$ cat src/rtl/matrix_scan_ctrl.sv
// Keypad matrix scanner with per-key debounce and a one-deep press-event buffer,
// plus an independent multiplexed 3-row LED driver with per-phase blanking.
module matrix_scan_ctrl #(
    parameter int TICK_DIV = 8192,
    parameter int DEBOUNCE = 4,
    parameter int LED_DIV  = 128,
    parameter int BLANK    = 8
) (
    input  logic        clk,
    input  logic        rst_n,
    input  logic [3:0]  row_n,
    output logic [3:0]  col_n,
    output logic [15:0] buttons,
    output logic        key_valid,
    output logic [3:0]  key_code,
    input  logic        key_ready,
    output logic        overrun,
    input  logic [23:0] led_data,
    output logic [2:0]  out_r,
    output logic [7:0]  out_c
);

    localparam int TW = (TICK_DIV > 1) ? $clog2(TICK_DIV) : 1;
    localparam int LW = (LED_DIV > 1) ? $clog2(LED_DIV) : 1;
    localparam int DW = $clog2(DEBOUNCE + 1);

    logic [TW-1:0] r_tick_cnt;
    logic [1:0]    r_col;
    logic [15:0]   r_buttons;
    logic [DW-1:0] r_db_cnt [16];
    logic          r_key_valid;
    logic [3:0]    r_key_code;
    logic          r_overrun;

    logic [LW-1:0] r_led_cnt;
    logic [2:0]    r_row;
    logic [7:0]    r_snap;

    logic          w_tick;
    logic [15:0]   w_btn_nxt;
    logic [DW-1:0] w_db_nxt [16];
    logic [15:0]   w_press;
    logic          w_ev_hit;
    logic          w_ev_multi;
    logic [3:0]    w_ev_code;
    logic          w_accept;
    logic          w_load;
    logic          w_loss;
    logic [7:0]    w_snap_src;
    logic          w_drive;

    assign w_tick = (r_tick_cnt == TW'(TICK_DIV - 1));

    // Only the four keys of the currently strobed column are evaluated on a tick.
    always_comb begin
        w_btn_nxt = r_buttons;
        w_press   = '0;
        for (int k = 0; k < 16; k++) begin
            w_db_nxt[k] = r_db_cnt[k];
            if (w_tick && (2'(k) == r_col)) begin
                if (~row_n[k[3:2]] == r_buttons[k]) begin
                    w_db_nxt[k] = '0;
                end else if (r_db_cnt[k] == DW'(DEBOUNCE - 1)) begin
                    w_db_nxt[k]  = '0;
                    w_btn_nxt[k] = ~row_n[k[3:2]];
                    w_press[k]   = ~row_n[k[3:2]];
                end else begin
                    w_db_nxt[k] = r_db_cnt[k] + DW'(1);
                end
            end
        end
    end

    always_comb begin
        w_ev_hit   = 1'b0;
        w_ev_multi = 1'b0;
        w_ev_code  = '0;
        for (int k = 0; k < 16; k++) begin
            if (w_press[k]) begin
                if (w_ev_hit) begin
                    w_ev_multi = 1'b1;
                end else begin
                    w_ev_hit  = 1'b1;
                    w_ev_code = 4'(k);
                end
            end
        end
    end

    assign w_accept = r_key_valid & key_ready;
    assign w_load   = w_ev_hit & (~r_key_valid | w_accept);
    // Extra simultaneous presses, or a press hitting an unaccepted held event, are lost.
    assign w_loss   = w_ev_multi | (w_ev_hit & r_key_valid & ~key_ready);

    always_ff @(posedge clk or negedge rst_n) begin
        if (!rst_n) begin
            r_tick_cnt  <= '0;
            r_col       <= '0;
            r_buttons   <= '0;
            for (int k = 0; k < 16; k++) r_db_cnt[k] <= '0;
            r_key_valid <= 1'b0;
            r_key_code  <= '0;
            r_overrun   <= 1'b0;
        end else begin
            r_tick_cnt <= w_tick ? '0 : r_tick_cnt + TW'(1);
            if (w_tick) r_col <= r_col + 2'd1;
            r_buttons <= w_btn_nxt;
            for (int k = 0; k < 16; k++) r_db_cnt[k] <= w_db_nxt[k];
            if (w_load) begin
                r_key_valid <= 1'b1;
                r_key_code  <= w_ev_code;
            end else if (w_accept) begin
                r_key_valid <= 1'b0;
            end
            if (w_loss) r_overrun <= 1'b1;
            else if (w_accept) r_overrun <= 1'b0;
        end
    end

    always_comb begin
        case (r_row)
            3'b001:  w_snap_src = led_data[15:8];
            3'b010:  w_snap_src = led_data[23:16];
            default: w_snap_src = led_data[7:0];
        endcase
    end

    always_ff @(posedge clk or negedge rst_n) begin
        if (!rst_n) begin
            r_led_cnt <= '0;
            r_row     <= 3'b001;
        end else if (r_led_cnt == LW'(LED_DIV - 1)) begin
            r_led_cnt <= '0;
            r_row     <= {r_row[1:0], r_row[2]};
        end else begin
            r_led_cnt <= r_led_cnt + LW'(1);
        end
    end

    // Image is latched once per phase; the blank window hides the load cycle.
    always_ff @(posedge clk) begin
        if (r_led_cnt == '0) r_snap <= w_snap_src;
    end

    assign w_drive   = (r_led_cnt >= LW'(BLANK));
    assign out_r     = w_drive ? r_row : 3'b000;
    assign out_c     = w_drive ? r_snap : 8'h00;
    assign col_n     = ~(4'b0001 << r_col);
    assign buttons   = r_buttons;
    assign key_valid = r_key_valid;
    assign key_code  = r_key_code;
    assign overrun   = r_overrun;

endmodule

$ cat config.mk
export PLATFORM = sky130hd
export DESIGN_NAME = matrix_scan_ctrl
export DESIGN_NICKNAME = d
export VERILOG_FILES = /design/src/rtl/matrix_scan_ctrl.sv
export SDC_FILE = /design/constraint.sdc
export NUM_CORES = 1
export LEC_CHECK = 0
export CAP_MARGIN = 25
export CORE_AREA = 4 4 120 122
export DETAILED_ROUTE_END_ITERATION = 7
export DIE_AREA = 0 0 124 126
export PLACE_DENSITY = 0.73
export SKIP_CTS_REPAIR_TIMING = 1
export SLEW_MARGIN = 40
export SYNTH_ARGS = -nofsm -noshare
export SYNTH_HDL_FRONTEND = slang
export SYNTH_SLANG_ARGS = --single-unit
export TNS_END_PERCENT = 20
$ cat constraint.sdc
create_clock -name clk -period 2.4 [get_ports clk]
set_input_delay 0.6 -clock clk [delete_from_list [all_inputs] [get_ports clk]]
set_output_delay 0.6 -clock clk [all_outputs]
set_load 0.02 [all_outputs]
After elaboration in Yosys (flattened, before gate mapping)
Index checks and enable logic that the tools add are counted.
- register bits after elaboration: 103
- bits of input ports: 31
- word-level logic and storage cells: 317
- output and inout port bits: 37
- bitwise gates (word level): 29
- shift operators: 1
- magnitude comparators: 1
- reductions and logical operators: 24
- mux-type cells: 164
- add/subtract/negate cells: 19
- equality and inequality tests: 39
- operators with widths (kind ; count):
    $mux W4 ; 28
    $mux W1 ; 99
    $mux W3 ; 33
    $eq A3 B2 Y1 const B ; 17
    $add A3 B1 Y3 const B ; 16
    $reduce_and A3 Y1 ; 16
    $not A1 Y1 ; 22
    $eq A1 B1 Y1 ; 16
    $pmux W8 S2 ; 1
    $add A13 B1 Y13 const B ; 1
    $eq A13 B13 Y1 const B ; 1
    $mux W13 ; 1
    $mux W8 ; 1
    $add A7 B1 Y7 const B ; 1
    $eq A7 B7 Y1 const B ; 1
    $ge A7 B4 Y1 const B ; 1
    $logic_not A7 Y1 ; 1
    $mux W7 ; 1
    $and A1 B1 Y1 ; 4
    $eq A2 B2 Y1 const A ; 2
    $logic_and A1 B1 Y1 ; 4
    $not A4 Y4 ; 1
    $reduce_bool A2 Y1 ; 2
    $shl A1 B2 Y4 const A ; 1
    other kinds (5) ; 6

Depth between registers and ports, before layout
Gate-level depths: netlist of the first run.
- depth after elaboration: 37
- mapped depth: 10
- depth with buffers taken out: 9

Worst setup path after synthesis of the first run
No wires, ideal clock.
- path type: register to register
- start point: register r_tick_cnt[0]
- end point: register r_key_code[0] (netlist: key_code[0])
- cell stages (with the launch flop): 10
- data arrival time: 2245 ps
- path slack: 31 ps
- buffers on the path: 1
- setup time: 125 ps
- clock period less this slack: 2369 ps
- data required time: 2275 ps
- cells stage by stage: dfrtp_1 -> ha_1 -> and3_1 -> and4_1 -> and2_1 -> clkbuf_2 -> nor4_2 -> nand4_2 -> nand2_1 -> mux2_2
- cells in the longest elaborated chain, start to end: 34
- elaborated cells on any way between the ends: 68
- classes of those cells: eq/ne (1); mux (62); bitwise (1); reduce/logical (4)
- ends and longest elaborated chain (item ; RTL line ; source):
    start, declared ; 27 ; logic [TW-1:0] r_tick_cnt;
    start signal, assigned ; 105 ; r_tick_cnt <= w_tick ? '0 : r_tick_cnt + TW'(1);
    $eq A13 B13 Y1 (*) ; 52 ; assign w_tick = (r_tick_cnt == TW'(TICK_DIV - 1));
    $logic_and A1 B1 Y1 ; 60 ; if (w_tick && (2'(k) == r_col)) begin
    $mux W1 ; 60 ;
    $mux W1 ; 79 ; if (w_press[k]) begin
    $mux W1 ; 80 ; if (w_ev_hit) begin
    $mux W1 ; 79 ;
    $mux W4 ; 80 ;
    $mux W4 ; 79 ;
    (+18 left out) ; - ;
    $mux W4 ; 80 ;
    $mux W4 ; 79 ;
    $mux W4 ; 80 ;
    $mux W4 ; 79 ;
    $mux W4 ; 80 ;
    $mux W4 ; 79 ;
    $mux W4 ; 80 ;
    $mux W4 ; 79 ;
    end signal, assigned ; 111 ; r_key_code <= w_ev_code;
    end, declared ; 32 ; logic [3:0] r_key_code;
Every way passes the cells marked *; elsewhere a longest branch is shown, timed or not.
A chain may end at the register's enable or synchronous reset.

Worst setup path in the final report of the first run
- start point: register r_col[1]
- end point: register r_key_code[1] (netlist: key_code[1])
- cells in the longest elaborated chain, start to end: 33
- elaborated cells on any way between the ends: 69
- classes of those cells: eq/ne (3); mux (60); bitwise (1); reduce/logical (5)
- ends and longest elaborated chain (item ; RTL line ; source):
    start, declared ; 28 ; logic [1:0] r_col;
    start signal, assigned ; 106 ; if (w_tick) r_col <= r_col + 2'd1;
    $logic_not A2 Y1 ; 60 ;
    $logic_and A1 B1 Y1 ; 60 ;
    $mux W1 ; 60 ;
    $mux W1 (2 in a row) ; 79 ;
    $mux W4 ; 80 ;
    $mux W4 ; 79 ;
    $mux W4 ; 80 ;
    $mux W4 ; 79 ;
    (+16 left out) ; - ;
    $mux W4 ; 80 ;
    $mux W4 ; 79 ;
    $mux W4 ; 80 ;
    $mux W4 ; 79 ;
    $mux W4 ; 80 ;
    $mux W4 ; 79 ;
    $mux W4 ; 80 ;
    $mux W4 ; 79 ;
Parallel ways exist; a longest one is shown, timed or not.

==> results.toml, run 1 <==
[synthesis]
synthCells = 633
synth_top_area_frac = 0.4019
syn_area_sq_um = 5853
yosysSeqAreaShare = 0.4474
postSynth.asyncResetShare = 0.9223
syn_nets = 687
synthTopCellsByArea = "dfrtp_1 40%, nor2_1 5.5%, ha_1 4.9%"
synth_cell_types = 66
synth_warnings = 0
synth_edf_count = 8
avgSynthCellArea_sq_um = 9.247
ys_ff_latch = 103
synthFlopType = "dfrtp_1"
yosysTopAreaCell = "dfrtp_1"

[finish]
nFillCells = 1152
num-nets-final = 807
diodes = 0
regArea_sq_um = 2620
area_growth_syn_to_layout_pct = 27.81
layout-drive-gt1-share = 0.1570
final_util = 0.5672
multiInputGateArea_sq_um = 3004

[grt]
grt.total_usage = 0.2027
grt_pass1_vias = 5148
grt_pass1_wl_um = 25170
antenna_found_initial = 0
grt_max_degree = 96
grt-ovfl-total = 0

[setup_path]
path_class = "reg2reg"
worstSetupEndpointType = "flip-flop"
worstPathMaxFanout = 5
slowest_delay_ns = 0.40
cp_slowest_cell = "dfrtp_1"
critical_path_required_ns = 2.68
path_buf_inv = 2
cp.arrival_ns = 2.76
cp_top_family = "compound AO/OA/AOI/OAI gates"
start_kind = "flip-flop"
crit_chain = "inv_1, ha_1, nand4bb_1, buf_4, a311oi_2, nor4_1, o21a_1, o311a_1, nor3_2"
r2r_cells = 9
worstSetupPathDepth = 9

[clock_tree]
cts_buffers = 9
cts_num_sinks = 103
root_buffer = "clkbuf_16"
cts_tree = "done"
clock_path_buffers = 2
h-tree-depth = 3
clkTransAtPathRegs_ns = 0.07
insertion_delay_ns = 0.35

[placed_design]
place_congestion = 0.8877
hpwl_um = 11360
port_buffers = 67

[timing]
setup_violations = 4
fin_crit_sh = 1.035
hold_viol_final = 0
worst_slew_pin_slew_ns = 0.5383
rsz0062_at_grt = "yes"
max_freq_mhz = 402.5
relSlewSlack = 0.6412
fin_ws_ns = -0.08475
fin_skew_ns = 0.009439
min_period_ns = 2.485
slew_violations = 0

[drt]
wl_met3_um = 816
dr_wl_met2_um = 7449
drc_errors = 0
first_pass_iters = 4
drtIter0Drc = 363
drt-total-wl_um = 15130
antenna_left = 0
top_layer = "met4"
vias = 5035
drt-met1-wl_um = 6583
routed_via_density = 5.391
routedWlPerCell_um = 16.20

[hold_path]
min_path_type = "in2async"

[power]
p_leak_nw = 3.520
finalPower_mw = 3.508
peakVddDrop_mv = 0.3267
p_per_area_nw_per_um2 = 468.9

[floorplan]
die_height_um = 126
io_pins = 68
num_rows = 42
core_sq_um = 13190
dieArea_sq_um = 15620
die_w_um = 124
initial_core_util = 0.4437

[run_status]
status = "finished, violations left"
violations = "negative setup slack"

[job]
maxCapViolations = 0
-- state kept, by name, indices dropped and copies added, names as in the netlist --
| name | cells |
|---|---|
| key_code | 4 |
| buttons | 16 |
| key_valid | 1 |
| r_snap | 8 |
| r_col | 2 |
| r_tick_cnt | 13 |
| r_led_cnt | 7 |
| r_row | 3 |
| r_db_cnt | 48 |
| overrun | 1 |
-- cells in the mapped netlist (8+ instances only) --
library cell and count:
a21o_1 19, a21oi_1 32, clkbuf_1 20, dfrtp_1 94, edfxtp_1 8, ha_1 23, inv_1 21, nand2_1 57
nand3_1 20, nor2_1 85, nor2b_1 23, nor3_1 10, nor4_1 17, o21a_1 17, o21ai_0 39, o22ai_1 8
o31ai_1 9, xor2_1 25
-- worst register-to-register path: cells and delay by family (launching register included) --
family                     cells  cell delay [ns]
buffers and inverters          2             0.36
adders and majority gates      1             0.35
AOI/OAI and AO/OA              3             0.73
and+or+nand+nor                3             0.58
DFF                            1             0.40
-- logic make-up (layout without fill, tap and decap cells) --
group | after synthesis | count (layout) | synth area share
fa+ha+maj | 24 | 24 | 0.05088
buf+inv | 53 | 178 | 0.04211
flops | 103 | 103 | 0.4474
mux | 8 | 8 | 0.01411
simple gates | 272 | 272 | 0.2448
xor+xnor | 32 | 32 | 0.04788
compound gates | 141 | 141 | 0.1528
-- report_power, final --
group	switching [mW]	internal (mW)	total (mW)
registers	0.0215	1.78	1.80
logic	0.160	0.139	0.299
clock network	0.672	0.738	1.41
total	0.854	2.65	3.51
-- path summary, 6_finish.rpt --
path	from	to	slack, ns
max reg2reg	r_col[1]	key_code[1]	-0.08
min in group clk	r_tick_cnt[4]	r_tick_cnt[4]	0.49
min reg2reg	r_tick_cnt[4]	r_tick_cnt[4]	0.49
max	r_col[1]	key_code[1]	-0.08
max in group asynchronous	rst_n	buttons[8]	1.69
min	rst_n	r_db_cnt[19]	0.27
-- layout by cell type (no fill, tap or decap), types with 19 or more instances in the layout --
| cell type | instances |
|---|---|
| nand3_1 | 20 |
| ha_1 | 22 |
| dfrtp_1 | 93 |
| nand2_1 | 57 |
| xor2_1 | 25 |
| o21ai_0 | 39 |
| clkdlybuf4s50_1 | 51 |
| a21o_1 | 19 |
| nor2_1 | 85 |
| inv_1 | 21 |
| buf_4 | 74 |
| a21oi_1 | 32 |
| nor2b_1 | 23 |
-- area by class of cell --
| class | instances | share of cell area |
|---|---|---|
| clock buffers | 12 | 0.03295 |
| clock inverters | 4 | 0.004014 |
| inverters | 21 | 0.01054 |
| multi-input cells | 477 | 0.4016 |
| flip-flops and latches | 103 | 0.3502 |
| well taps | 176 | 0.02944 |
| repair buffers | 141 | 0.1713 |
-- metal layers --
| layer | global-route usage | up-vias |
|---|---|---|
| met5 | 0 | - |
| met4 | 0.05735 | 0 |
| met3 | 0.04215 | 16 |
| met2 | 0.3487 | 132 |
| met1 | 0.2566 | 2415 |
| li1 | - | 2472 |
-- metrics by stage --
step	hold WS (ns)	instance area, sq um	setup slack, ns	setup TNS, ns	cells
global route	0.3410	7481	-0.2482	-1.059	934
global placement	0.4661	7154	-0.2641	-1.134	918
detailed placement	0.4806	7154	-0.3075	-1.270	918
finish	0.2708	7481	-0.08475	-0.2373	934
CTS	0.3265	7431	-0.3133	-2.989	934
floorplan	0.3044	5853	0.03056	0	633
(Power assumes the default switching activity.)
==> run 2, diff against run 1 <==
--- a/config.mk
+++ b/config.mk
@@ -6,10 +6,10 @@
 export NUM_CORES = 1
 export LEC_CHECK = 0
 export CAP_MARGIN = 25
-export CORE_AREA = 4 4 120 122
+export CORE_AREA = 4 4 113 115
 export DETAILED_ROUTE_END_ITERATION = 7
-export DIE_AREA = 0 0 124 126
-export PLACE_DENSITY = 0.73
+export DIE_AREA = 0 0 117 119
+export PLACE_DENSITY = 0.81
 export SKIP_CTS_REPAIR_TIMING = 1
 export SLEW_MARGIN = 40
 export SYNTH_ARGS = -nofsm -noshare
==> run 2 against run 1 <==
Effect of this change:
- the run still ends with negative setup slack left
- critical endpoint is now key_code[0]
- clock-buffer cell count decreased by 2
- maximum frequency rose by 0.67%
- non-clock buffer count rose by 10
- clock skew down 0.0023 ns
- sequential power hardly changed
- sequential share of layout area shrank 1.1 points
- utilization grew 8.5 points
- via count rose by 2.5%
- combinational power is 2% higher
- first-iteration DRC count fell by 7.2%
- highest routed layer unchanged
- final area rose by 3.0%
- flip-flop and latch count did not move
==> results.toml, run 2 (same netlist as run 1, synthesis figures left out) <==
[run_status]
status = "finished, violations left"
violations = "negative setup slack"

[grt]
antenna_found_initial = 0
grt_pass1_wl_um = 24620
grt.total_usage = 0.2219
grt_pass1_vias = 5239
grt_max_degree = 39
grt-ovfl-total = 0

[floorplan]
initial_core_util = 0.4956
die_w_um = 117
num_rows = 40
dieArea_sq_um = 13920
core_sq_um = 11810
die_height_um = 119
io_pins = 68

[clock_tree]
cts_num_sinks = 103
clkTransAtPathRegs_ns = 0.07
cts_buffers = 9
root_buffer = "clkbuf_16"
insertion_delay_ns = 0.36
clock_path_buffers = 2
h-tree-depth = 3
cts_tree = "done"

[power]
p_comb_frac = 0.082
p_leak_nw = 3.648
intPower_mw = 2.867
peakVddDrop_mv = 0.2863
finalPower_mw = 3.733
power_frac_seq = 0.482
switching_share = 0.2320
pwr-share-clk = 0.437
p_sw_uw = 866.0
p_per_area_nw_per_um2 = 484.3

[drt]
drt-total-wl_um = 15410
first_pass_iters = 4
drtIter0Drc = 337
drc_errors = 0
vias = 5159
antenna_left = 0
routed_via_density = 5.638
routedWlPerCell_um = 16.85

[finish]
largest_reg_flops = 48
final_cell_mix = "94 x dfrtp_1, 85 x nor2_1, 83 x buf_4, 56 x nand2_1, 50 x clkdlybuf4s50_1"
nFillCells = 907
num-nets-final = 817
layout-drive-gt1-share = 0.1927
diodes = 0
top_register = "r_db_cnt"
area_growth_syn_to_layout_pct = 31.70
fin_cells = 915
final_common_cell = "dfrtp_1"

[timing]
setup_violations = 3
min_period_ns = 2.468
relSlewSlack = 0.6502
max_freq_mhz = 405.2
rsz0062_at_grt = "yes"
fin_skew_ns = 0.007128
worst_slew_pin_slew_ns = 0.5247
slew_violations = 0
hold_viol_final = 0
fin_ws_ns = -0.06819
fin_crit_sh = 1.028

[setup_path]
path_buf_inv = 4
crit_chain = "buf_4, inv_4, ha_4, or4bb_4, buf_4, a311oi_4, buf_4, nor2_1, nand4_1, nand3_1, mux2_2"
cp_slowest_cell = "or4bb_4"
path_class = "reg2reg"
slowest_delay_ns = 0.48
cp_top_family = "simple AND/OR/NAND/NOR gates"
worstSetupEndpointType = "flip-flop"
start_kind = "flip-flop"
cp.arrival_ns = 2.71
critical_path_required_ns = 2.64
crit_path_frequent_cell = "buf_4"
worstPathMaxFanout = 4

[job]
maxCapViolations = 0

[placed_design]
port_buffers = 67
place_congestion = 0.9783
hpwl_um = 11640
place_inst = 898

[hold_path]
min_path_type = "in2async"
==> run 2: cell types whose count changed in the layout (fill, tap and decap cells not counted), moves of 3 or more <==
cell / delta
inv_1: -3
a21oi_1: -3
ha_1: -3
a21oi_2: +3
buf_4: +9
==> run 2: worst paths after layout <==
kind / from / to / slack (ns) / depth (start not counted)
max: r_col[0] / key_code[0] / -0.07 / 11
min reg2reg: r_db_cnt[19] / r_db_cnt[19] / 0.49 / 2
max in group asynchronous: rst_n / r_db_cnt[22] / 1.63 / 2
min in group clk: r_db_cnt[19] / r_db_cnt[19] / 0.49 / 2
min: rst_n / buttons[13] / 0.22 / 1
max reg2reg: r_col[0] / key_code[0] / -0.07 / 11
==> run 2: stage by stage <==
stage	hold WS (ns)	cell area (sq um)	util	setup slack (ns)	TNS, ns
finish	0.2175	7709	0.6526	-0.06819	-0.1041
detailed placement	0.4796	7186	0.6084	-0.4249	-1.753
global route	0.2591	7709	0.6526	-0.09284	-0.3170
CTS	0.2315	7515	0.6362	-0.2488	-2.715
floorplan	0.3044	5853	-	0.03056	0
global placement	0.4646	7186	0.6084	-0.3320	-1.425
==> run 2: per-layer routing <==
layer | GRT usage | routed length (um) | up-vias
met5 | 0 | 0 | -
met4 | 0.1018 | 527 | 0
met3 | 0.03252 | 560 | 36
met2 | 0.3940 | 7908 | 129
met1 | 0.2587 | 6418 | 2503
li1 | - | - | 2491
==> run 2: power groups by stage <==
stage | clock [mW] | combinational, mW | sequential (mW)
floorplan | 0 | 0.124 | 1.84
global placement | 0 | 0.289 | 1.83
detailed placement | 0 | 0.303 | 1.83
CTS | 1.66 | 0.305 | 1.80
global route | 1.71 | 0.339 | 1.80
finish | 1.63 | 0.305 | 1.80
==> run 2: cell type report <==
| class | count | area (sq um) | area share |
|---|---|---|---|
| sequential | 103 | 2619 | 0.3397 |
| clock buffer | 10 | 239.0 | 0.03100 |
| clock inverter | 6 | 90.09 | 0.01169 |
| tap | 147 | 183.9 | 0.02386 |
| multi-input combinational | 477 | 3132 | 0.4063 |
| inverter | 21 | 81.33 | 0.01055 |
| timing repair buffer | 151 | 1364 | 0.1769 |
==> run 3, diff against run 2 <==
--- a/config.mk
+++ b/config.mk
@@ -9,7 +9,7 @@
 export CORE_AREA = 4 4 113 115
 export DETAILED_ROUTE_END_ITERATION = 7
 export DIE_AREA = 0 0 117 119
-export PLACE_DENSITY = 0.81
+export PLACE_DENSITY_LB_ADDON = 0.2
 export SKIP_CTS_REPAIR_TIMING = 1
 export SLEW_MARGIN = 40
 export SYNTH_ARGS = -nofsm -noshare
==> run 3 against run 2 <==
Effect of this change:
- the run still ends with negative setup slack left
- highest routed layer unchanged
- via count is 1.6% lower
- critical path depth decreased by 2
- critical endpoint is now key_code[1]
- largest power group unchanged
- sequential power is essentially flat
- final area decreased by 2.3%
- largest cell class unchanged
- clock skew decreased by 0.0012 ns
- utilization fell by 1.5 points
- first-iteration DRC count is 8.6% higher
==> results.toml, run 3 (same netlist as run 1, synthesis figures left out) <==
[setup_path]
cp_slowest_cell = "or4bb_4"
start_kind = "flip-flop"
worstSetupEndpointType = "flip-flop"
cp.arrival_ns = 2.83
critical_path_required_ns = 2.68
crit_chain = "inv_1, ha_2, or4bb_4, a21o_2, a21oi_1, o31ai_1, o311a_2, o311a_1, nor3_2"
slowest_delay_ns = 0.59
cp_top_family = "compound AO/OA/AOI/OAI gates"
path_buf_inv = 1
path_class = "reg2reg"
worstPathMaxFanout = 4

[finish]
diodes = 0
num-nets-final = 817
final_cell_mix = "94 x dfrtp_1, 85 x nor2_1, 84 x buf_4, 57 x nand2_1, 51 x clkdlybuf4s50_1"
final_common_cell = "dfrtp_1"
largest_reg_flops = 48
layout-drive-gt1-share = 0.1732
final_cell_area_sq_um = 7528
area_growth_syn_to_layout_pct = 28.62
top_register = "r_db_cnt"
nFillCells = 1005

[grt]
grt_max_degree = 56
grt-ovfl-total = 0
grt.total_usage = 0.2245
grt_pass1_vias = 5061
use_met1 = 0.2955
grtUsageMet2 = 0.3666
grt.busiest_layer = "met2"
antenna_found_initial = 0
grt_pass1_wl_um = 24840
met3_usage = 0.04878

[timing]
fin_skew_ns = 0.005922
setup-tns-final_ns = -0.3752
fin_ws_ns = -0.1546
relSlewSlack = 0.7328
min_period_ns = 2.555
worst_slew_pin_slew_ns = 0.3958
hold_viol_final = 0
max_freq_mhz = 391.5
fin_crit_sh = 1.064
hold_slack_ns = 0.09534
slew_violations = 0
rsz0062_at_grt = "yes"
setup_violations = 4

[clock_tree]
insertion_delay_ns = 0.35
clock_path_buffers = 2
clkTransAtPathRegs_ns = 0.07
cts_tree = "done"
root_buffer = "clkbuf_16"
cts_buffers = 9
h-tree-depth = 3
cts_num_sinks = 103

[floorplan]
dieArea_sq_um = 13920
die_height_um = 119
initial_core_util = 0.4956
die_w_um = 117
core_sq_um = 11810
io_pins = 68
num_rows = 40

[power]
finalPower_mw = 3.499
p_leak_nw = 3.563
peakVddDrop_mv = 0.3470
p_per_area_nw_per_um2 = 464.8

[drt]
drc_errors = 0
drt-total-wl_um = 14920
antenna_left = 0
routed_via_density = 5.550
vias = 5078
routedWlPerCell_um = 16.30
first_pass_iters = 5
drtIter0Drc = 366

[job]
maxCapViolations = 0

[run_status]
status = "finished, violations left"
violations = "negative setup slack"

[placed_design]
port_buffers = 67
hpwl_um = 11280
dp_slack_ns = -0.3465
placedInstanceArea_sq_um = 7181
place_congestion = 0.8815

[hold_path]
min_path_type = "in2async"
## run 3: worst reg2reg max path, cell delays in order (launching register included)
cell and delay [ns]:
dfrtp_1 0.39, inv_1 0.12, ha_2 0.25, or4bb_4 0.59
a21o_2 0.24, a21oi_1 0.14, o31ai_1 0.09, o311a_2 0.12
o311a_1 0.38, nor3_2 0.15
## run 3: per-stage QoR
stage                     instances    util
after floorplan                 633       -
after global placement          899  0.6079
after detailed placement        899  0.6079
after CTS                       915  0.6318
after global routing            915  0.6374
final                           915  0.6374
## run 3: report_power, final
part | leakage, nW | switching, mW | internal [mW]
clock network | 0.132 | 0.667 | 0.736
logic | 2.26 | 0.159 | 0.139
registers | 1.18 | 0.0206 | 1.78
## run 3: area by class of cell
class | count | area (sq um) | area share
clock inverters | 6 | 42.54 | 0.005651
well taps | 147 | 183.9 | 0.02443
clock buffers | 10 | 239.0 | 0.03174
repair buffers | 151 | 1341 | 0.1782
multi-input cells | 477 | 3024 | 0.4017
flip-flops and latches | 103 | 2619 | 0.3478
inverters | 21 | 78.83 | 0.01047
## run 3: metal layers
metal	share of wire	routed length [um]
met5	0	0
met1	0.45	6662
met2	0.49	7376
met4	0.018	274
met3	0.041	605
## run 3: path summary, 6_finish.rpt
kind	end	slack (ns)	depth (start not counted)	start
min in group clk	r_db_cnt[46]	0.49	2	r_db_cnt[46]
hold reg to reg	r_db_cnt[46]	0.49	2	r_db_cnt[46]
max in group asynchronous	r_row[0]	1.69	2	rst_n
setup / recovery	key_code[1]	-0.15	9	r_col[0]
setup reg to reg	key_code[1]	-0.15	9	r_col[0]
hold / removal	key_code[0]	0.1	1	rst_n
==> RTL change, RTL diff (flow settings as in run 1) <==
Change the parameter `TICK_DIV` from 8192 to 16384.
--- a/src/rtl/matrix_scan_ctrl.sv
+++ b/src/rtl/matrix_scan_ctrl.sv
@@ -3,3 +3,3 @@
 module matrix_scan_ctrl #(
-    parameter int TICK_DIV = 8192,
+    parameter int TICK_DIV = 16384,
     parameter int DEBOUNCE = 4,
Check against the original RTL: same outputs for any inputs over 10 cycles, from zero or initial values and one cycle with rst_n low; that may be too few to reach the edited logic, so the function may still have changed.
==> RTL change against run 1 <==
The run still ends with setup timing left. Sequential cell count rose by 1. Synthesized area rose by 3.5%. Critical path type unchanged. Largest cell class unchanged. Power rose by 7.8%. Setup slack got worse by 0.025 ns. Global-route usage rose by 2.2 points. Routed wire length rose by 13%. Worst hold slack improved by 0.023 ns. Cell area rose by 14%.
==> RTL change: results (changes against run 1) <==
Final Setup Violations: 4 (unchanged)
Clk_skew: 0.0100 ns (was 0.00944 ns)
Slew @ Worst Pin: 0.509 ns (was 0.538 ns)
Main area contributors after synthesis: dfrtp_1 (39%), nor2_1 (5.5%), nand2_1 (5.1%) (was dfrtp_1 (40%), nor2_1 (5.5%), ha_1 (4.9%))
Dpl ws: -0.586 ns (was -0.308 ns)
Layout cells sized above 1: 25.6% (was 15.7%)
WL/cell: 16.7 um (was 16.2 um)
Outcome: finished with violations (unchanged)
DR iter-0 viols: 349 (was 363)
Largest net degree at the start of global routing: 97 (was 96)
Worst setup margin: -0.110 ns (was -0.0847 ns)
Fill count: 1051 (was 1152)
Hpwl dp: 12800 um (was 11400 um)
Syn Area/Cell: 8.95 um2 (was 9.25 um2)
Synth Net Count: 731 (was 687)
Vias in the first global route: 5579 (was 5148)
First-pass GRT wire length: 27800 um (was 25200 um)
DR pass1 iterations: 5 (was 4)
Violated checks: setup timing (unchanged)
DP Area: 7690 um2 (was 7150 um2)
Largest delay share family, worst path: simple AND/OR/NAND/NOR gates (was compound AO/OA/AOI/OAI gates)
Async SR Flop Fraction: 92.3% (was 92.2%)
Maximum vdd drop: 0.317 mV (was 0.327 mV)
Crit-path max FO: 8 (was 5)
Yosys cell types: 68 (was 66)
Cell Int Power: 0.00294 W (was 0.00265 W)
Leak Pwr: 3.88 nW (was 3.52 nW)
Routed vias/inst: 5.48 (was 5.39)
Gr usage total: 22.5% (was 20.3%)
WL final: 17100 um (was 15100 um)
Fin crit period: 2.51 ns (was 2.48 ns)
Critical-path top delay cell: dfrtp_2 (was dfrtp_1)
==> RTL change: final timing paths <==
path / startpoint / endpoint / slack [ns] / cells after the start
setup / recovery: r_col[1] / key_code[1] / -0.11 / 10
hold / removal: rst_n / r_db_cnt[10] / 0.29 / 2
setup reg to reg: r_col[1] / key_code[1] / -0.11 / 10
hold reg to reg: r_db_cnt[10] / r_db_cnt[10] / 0.47 / 2
max in group asynchronous: rst_n / r_col[1] / 1.71 / 2
min in group clk: r_db_cnt[10] / r_db_cnt[10] / 0.47 / 2
==> RTL change: area by class of cell <==
| cell class | instances | share of cell area [%] |
|---|---|---|
| Clock inverter | 7 | 1.38 |
| Clock buffer | 9 | 2.65 |
| Multi-Input combinational cell | 514 | 41.1 |
| Inverter | 22 | 0.971 |
| Tap cell | 176 | 2.59 |
| Sequential cell | 104 | 31.1 |
| Timing Repair Buffer | 194 | 20.1 |
==> RTL change: worst reg2reg max path, cell delays in order (launching register included) <==
cell	delay (ns)
dfrtp_2	0.46
inv_2	0.10
buf_6	0.11
ha_4	0.15
nand3_4	0.15
or3b_4	0.45
a21o_4	0.22
o2111ai_4	0.18
nor3_2	0.09
a211o_1	0.23
mux2_4	0.26
==> RTL change: stage by stage <==
step	power (W)	util (%)
2_1_floorplan	0.00195	-
3_3_place_gp	0.00210	58.3
3_5_place_dp	0.00211	58.3
4_1_cts	0.00382	60.9
5_1_grt	0.00392	64.4
6_report	0.00378	64.4
==> RTL change: cell families after synthesis <==
| group | share of synthesized area, % |
|---|---|
| mux | 0.764 |
| flops | 43.7 |
| xor+xnor | 4.77 |
| buf+inv | 3.99 |
| simple gates | 26.0 |
| compound gates | 15.7 |
| fa+ha+maj | 5.08 |
==> RTL change: layer usage <==
| metal | track usage, % | share of wire, % | vias to the layer above |
|---|---|---|---|
| met4 | 8.70 | 2.1 | 0 |
| li1 | - | - | 2703 |
| met3 | 4.57 | 5.7 | 28 |
| met5 | 0 | 0 | - |
| met1 | 29.2 | 42 | 2718 |
| met2 | 36.7 | 50 | 176 |
==> RTL change: power groups by stage <==
stage                     registers [W]  clock network (W)  logic, W
after floorplan                 0.00185                  0  0.000103
after global placement          0.00184                  0  0.000266
after detailed placement        0.00184                  0  0.000275
after CTS                       0.00180            0.00174  0.000276
after global routing            0.00181            0.00181  0.000310
final                           0.00180            0.00170  0.000277
